--- src/rtl/multi_operand_adder_pipe.sv ---
//------------------------------------------------------------------------------
// Module  : multi_operand_adder_pipe
// Purpose : Pipelined N_IN-operand adder tree with valid/ready backpressure.
//           Optional running accumulator enabled by macro ADDER_ACC_EN.
// Revision: 1.0 - initial release
//------------------------------------------------------------------------------
`default_nettype none

module multi_operand_adder_pipe #(
  parameter int N_IN   = 4,
  parameter int WIDTH  = 4,
  parameter int SIGNED = 0,
`ifdef ADDER_ACC_EN
  parameter int ACC_W  = 16,
`endif
  localparam int SUM_W = WIDTH + $clog2(N_IN)
) (
  input  logic                   clk,
  input  logic                   rst,
  input  logic                   in_valid,
  output logic                   in_ready,
  input  logic [N_IN*WIDTH-1:0]  in_data,
`ifdef ADDER_ACC_EN
  input  logic                   acc_clr,
  output logic [ACC_W-1:0]       acc_sum,
`endif
  output logic                   out_valid,
  input  logic                   out_ready,
  output logic [SUM_W-1:0]       out_sum
);

  localparam int STAGES    = $clog2(N_IN);
  localparam int LEAVES    = 1 << STAGES;
  localparam int NODES_TOT = 2 * LEAVES - 1;
  localparam int EXT_W     = SUM_W - WIDTH;

  // All tree levels live in one flat vector; level k starts at node lvl_off(k).
  function automatic int lvl_off(input int k);
    return 2 * LEAVES - 2 * (LEAVES >> k);
  endfunction

  logic [NODES_TOT*SUM_W-1:0] tree_d;
  logic [NODES_TOT*SUM_W-1:0] tree_q;
  logic [NODES_TOT*SUM_W-1:0] ld_mask;
  logic [STAGES:0]            vld_d;
  logic [STAGES:0]            vld_q;
  logic [STAGES:0]            ld_lvl;
  logic                       adv;

  assign adv      = !vld_q[STAGES] || out_ready;
  assign in_ready = adv;
  assign vld_d    = {vld_q[STAGES-1:0], in_valid};
  // A level only captures data when a valid set moves into it, so bubbles
  // never overwrite the last result held on out_sum.
  assign ld_lvl   = {(STAGES+1){adv}} & vld_d;

  genvar gi, gk, gj;

  for (gi = 0; gi < LEAVES; gi++) begin : g_leaf
    if (gi < N_IN) begin : g_op
      if (SIGNED != 0) begin : g_sx
        assign tree_d[gi*SUM_W +: SUM_W] =
          {{EXT_W{in_data[gi*WIDTH+WIDTH-1]}}, in_data[gi*WIDTH +: WIDTH]};
      end else begin : g_zx
        assign tree_d[gi*SUM_W +: SUM_W] =
          {{EXT_W{1'b0}}, in_data[gi*WIDTH +: WIDTH]};
      end
    end else begin : g_pad
      assign tree_d[gi*SUM_W +: SUM_W] = '0;
    end
  end

  for (gk = 1; gk <= STAGES; gk++) begin : g_level
    for (gj = 0; gj < (LEAVES >> gk); gj++) begin : g_node
      localparam int DST = lvl_off(gk) + gj;
      localparam int SRC = lvl_off(gk - 1) + 2 * gj;
      assign tree_d[DST*SUM_W +: SUM_W] =
        tree_q[SRC*SUM_W +: SUM_W] + tree_q[(SRC+1)*SUM_W +: SUM_W];
    end
  end

  for (gk = 0; gk <= STAGES; gk++) begin : g_mask
    localparam int LO = lvl_off(gk) * SUM_W;
    localparam int NB = (LEAVES >> gk) * SUM_W;
    assign ld_mask[LO +: NB] = {NB{ld_lvl[gk]}};
  end

  always_ff @(posedge clk or posedge rst) begin
    if (rst) begin
      tree_q <= '0;
      vld_q  <= '0;
    end else if (adv) begin
      tree_q <= (tree_d & ld_mask) | (tree_q & ~ld_mask);
      vld_q  <= vld_d;
    end
  end

  assign out_valid = vld_q[STAGES];
  assign out_sum   = tree_q[(NODES_TOT-1)*SUM_W +: SUM_W];

`ifdef ADDER_ACC_EN
  logic [ACC_W-1:0] acc_q;
  logic [ACC_W-1:0] acc_d;
  logic [ACC_W-1:0] acc_ext;
  logic [ACC_W-1:0] acc_base;

  if (SIGNED != 0) begin : g_acc_sx
    assign acc_ext = ACC_W'($signed(out_sum));
  end else begin : g_acc_zx
    assign acc_ext = ACC_W'(out_sum);
  end

  // Clear takes priority over the old value but not over a same-cycle result.
  always_comb begin
    acc_base = acc_clr ? '0 : acc_q;
    acc_d    = acc_base;
    if (out_valid && out_ready) begin
      acc_d = acc_base + acc_ext;
    end
  end

  always_ff @(posedge clk or posedge rst) begin
    if (rst) begin
      acc_q <= '0;
    end else begin
      acc_q <= acc_d;
    end
  end

  assign acc_sum = acc_q;
`endif

endmodule

`default_nettype wire

--- config.mk ---
export PLATFORM = sky130hd
export DESIGN_NAME = multi_operand_adder_pipe
export DESIGN_NICKNAME = d
export VERILOG_FILES = /design/src/rtl/multi_operand_adder_pipe.sv
export SDC_FILE = /design/constraint.sdc
export NUM_CORES = 1
export LEC_CHECK = 0
export ABC_CLOCK_PERIOD_IN_PS = 3700
export CAP_MARGIN = 20
export CORE_MARGIN = 4
export CORE_UTILIZATION = 65
export CTS_CLUSTER_DIAMETER = 30
export DETAILED_ROUTE_END_ITERATION = 10
export DONT_BUFFER_PORTS = 1
export GPL_TIMING_DRIVEN = 0
export HOLD_SLACK_MARGIN = 0.08
export PLACE_DENSITY = 0.86
export SLEW_MARGIN = 40
export SYNTH_ARGS = -nofsm -noshare
export SYNTH_HDL_FRONTEND = slang
export SYNTH_SLANG_ARGS = --single-unit
--- constraint.sdc ---
create_clock -name clk -period 3.7 [get_ports clk]
set_input_delay 0.37 -clock clk [delete_from_list [all_inputs] [get_ports clk]]
set_output_delay 0.37 -clock clk [all_outputs]
set_load 0.03 [all_outputs]
Word-level counts from Yosys, hierarchy flattened
Cells that the tools add are included.
{"block": "word_totals", "rom_bits": 0, "ramBits": 0, "word_cells": 12, "latch_bits": 0, "regBits": 45, "n_memories": 0, "output_inout_bits": 8, "in_bits": 20}
{"block": "op_classes", "mux": 0, "n_shift": 0, "magnitude_cmp": 0, "n_addsub": 3, "mul": 0, "eq_ne": 0, "n_bitwise": 5, "n_reduce_logical": 2, "n_div": 0}
{"operator": "$and 42x42->42", "count": 2}
{"operator": "$not 42->42", "count": 1}
{"operator": "$or 42x42->42", "count": 1}
{"operator": "$add 6x6->6", "count": 3}
{"operator": "$and 3x3->3", "count": 1}
{"operator": "$logic_not 1->1", "count": 1}
{"operator": "$logic_or 1x1->1", "count": 1}

Longest topological paths before layout
{"block": "logic_depth", "ltp_word": 6, "depth_mapped": 7, "depth_no_buf": 7}

Worst setup path after synthesis
OpenSTA, ideal clock, no wires.
{"block": "synth_timing", "path_type": "reg2reg", "start": "register with a tool-made name", "end": "register with a tool-made name", "path_stages_with_launch": 7, "path_slack_ns": 2.066, "arrival_ns": 1.508, "setup_time_ns": 0.126, "required_time_ns": 3.574, "period_less_slack_ns": 1.634, "path_cell_list": "dfrtp_1 -> ha_1 -> fa_1 -> a21o_1 -> a21oi_1 -> xor2_1 -> o21ai_0"}

==> impl_metrics.tcl <==
set metrics [dict create \
    status "finished, final reports clean" \
    htree_levels 2 \
    p_per_area_nw_per_um2 727 \
    ios 28 \
    ys_seq_area_share_pct 48.9 \
    dr_wl_met3_um 127 \
    pre_cts_ws_ns 1.93 \
    crit_type "reg -> reg" \
    clkLatencyLatePin_ns 0.36 \
    synth_cells 184 \
    synthFlopType "dfrtp_1" \
    fin_ws_ns 1.90 \
    drv_slew 0 \
    leakage_uw 0.00119 \
    place_area_um2 2360 \
    synth-compound-area-share_pct 8.80 \
    cp_max_fo 2 \
    wire_per_inst_um 15.8 \
    p_total_uw 1760 \
    finalSetupViolations 0 \
    antenna_found_initial 0 \
    design.die.area_um2 4560 \
    finalCritPeriodShare_pct 48.6 \
    fmax_mhz 557 \
    worstSetupStartpointType "register" \
    clock-sinks 45 \
    synth_top_family_by_area "multiplexers" \
    design_area_um2 2420 \
    layout_commonest_cell "dfrtp_1" \
    max_slew_margin_pct 64.9 \
    clockBufferDepth 2 \
    grt_max_degree 46 \
    dr.pass1.iters 4 \
    maxCapViolCount 0 \
    synthAdderAreaFrac_pct 10.8 \
    start_util_pct 67.9 \
    met1Wirelength_um 1560 \
    r2r_cells 6 \
    hold_slack_ns 0.146 \
    synth_nets 222 \
    netlist_area_um2 2300 \
    place_congestion 0.877 \
    final_layout_size_suffix_gt1_share_pct 22.3 \
    grt_pass1_vias 1467 \
    drt.antenna.violating_nets 0 \
    final.setup.tns_ns 0 \
    vias_per_cell 5.54 \
    drtIter0Drc 61 \
    gr-total-overflow 0 \
    tritoncts "built" \
    tightest_slew_ns 0.527 \
    clkTransAtPathRegs_ns 0.12 \
    cp-end-kind "register" \
    cts_resized 0 \
    final_nets 230 \
    rsz0062_at_grt "no" \
    r2r_slack_ns 1.90 \
    io_buffers 0 \
    areaGrowthSynthToFinish_pct 5.33 \
    holdPathStages 1 \
    synth-edff-count 0 \
    ys_async_sr_fraction_pct 100 \
    syn_avg_cell_area_um2 12.5 \
    numCtsBuffers 5 \
    ir_drop_mv 0.396 \
    cts-root-buf "clkbuf_4" \
    finalHoldViolCount 0 \
    required_ns 3.95 \
    grt_pass1_wl_um 6670 \
    antenna-diode-count 0 \
    die_x_um 67.5 \
    period_needed_ns 1.80 \
    synth-seq-cells 45 \
    post-dp-hpwl_um 2930 \
    top_layer "met4" \
    vias 1324 \
    synth.area.mux_share_pct 12.1 \
    die-height_um 67.5 \
    hold_path.class "in -> reg" \
    ys_types 28 \
    wl_met2_um 2000 \
    hold_path.startpoint "in_data[6]" \
    wl_um 3790 \
    ys_warn_count 0 \
    final_cell_mix "45 x dfrtp_1, 18 x nand2_1, 15 x ha_1, 11 x mux2_4, 11 x a21oi_1" \
    grt_use_total_pct 20.2 \
    synth-xor-area-share_pct 4.18 \
    fin_skew_ns 0.00909 \
    drc_errors 0 \
    critPathArrivalTime_ns 2.05 \
    yosys.area_share.simple_pct 9.57 \
    rows 21 \
    core_um2 3390 \
]
cells by family (layout without fill, tap and decap cells):
| kind of cell | count (synthesis) | in the layout |
|---|---|---|
| buffers and inverters | 17 | 26 |
| adder cells (fa/ha/maj) | 18 | 18 |
| flip-flops | 45 | 45 |
| AND/OR/NAND/NOR | 38 | 38 |
| AO/OA/AOI/OAI | 34 | 34 |
| XOR/XNOR | 11 | 11 |
| multiplexers | 21 | 21 |
timing repair:
item                                   4_1_cts  5_1_grt
endpoints found under the hold margin       45        0
setup buffers                                0        0
hold buffers                                 1        0
worst max-delay path, cell delays in order, from the launching register on:
cell and delay [ns]:
dfrtp_1 0.41, ha_1 0.23, fa_1 0.42, a21o_1 0.19, a21oi_1 0.18, xor2_1 0.17
o21ai_0 0.09
where the power goes:
part           total, uW  leakage, uW  switching [uW]  internal, uW
combinational        799     0.000603             417           382
sequential           738     0.000557             106           632
clock                225    0.0000255             150          75.1
total               1760      0.00119             674          1090
routing by layer:
layer | track usage, % | up-vias
met5 | 0 | -
met4 | 10.9 | 0
met3 | 4.66 | 10
met2 | 33.9 | 25
met1 | 23.9 | 647
li1 | - | 642
cell usage after synthesis, drive strengths merged (5+ instances only):
cell type | number | area share (%)
ha | 15 | 8.2
inv | 6 | 1.2
o21ai | 10 | 2.2
xor2 | 6 | 2.3
a21o | 8 | 2.6
nand2 | 20 | 4.3
and2 | 8 | 2.2
buf | 11 | 4.5
mux2 | 21 | 12
dfrtp | 45 | 49
xnor2 | 5 | 1.9
a21oi | 11 | 2.4
per-stage QoR:
step | utilization [%] | instances
5_1_grt | 71.5 | 239
3_3_place_gp | 69.6 | 230
6_report | 71.5 | 239
2_1_floorplan | - | 184
3_5_place_dp | 69.7 | 230
4_1_cts | 71.5 | 239
how the worst max path moves through the flow:
stage	endpoint	slack (ns)	depth (start not counted)
floorplan	register	2.07	6
global placement	vld_q[2]	1.93	1
detailed placement	register	1.93	6
CTS	register	1.91	6
global route	register	1.81	6
finish	register	1.90	6
cell type report:
cell class                      count  area [um^2]
Clock inverter                      1         7.51
Sequential cell                    45         1130
Tap cell                           46         57.6
Inverter                            6         30.0
Timing Repair Buffer                1         10.0
Clock buffer                        7         45.0
Buffer                             11          104
Fill cell                         228          965
Multi-Input combinational cell    122         1040
Note: power is estimated with default switching activity, not from simulation.
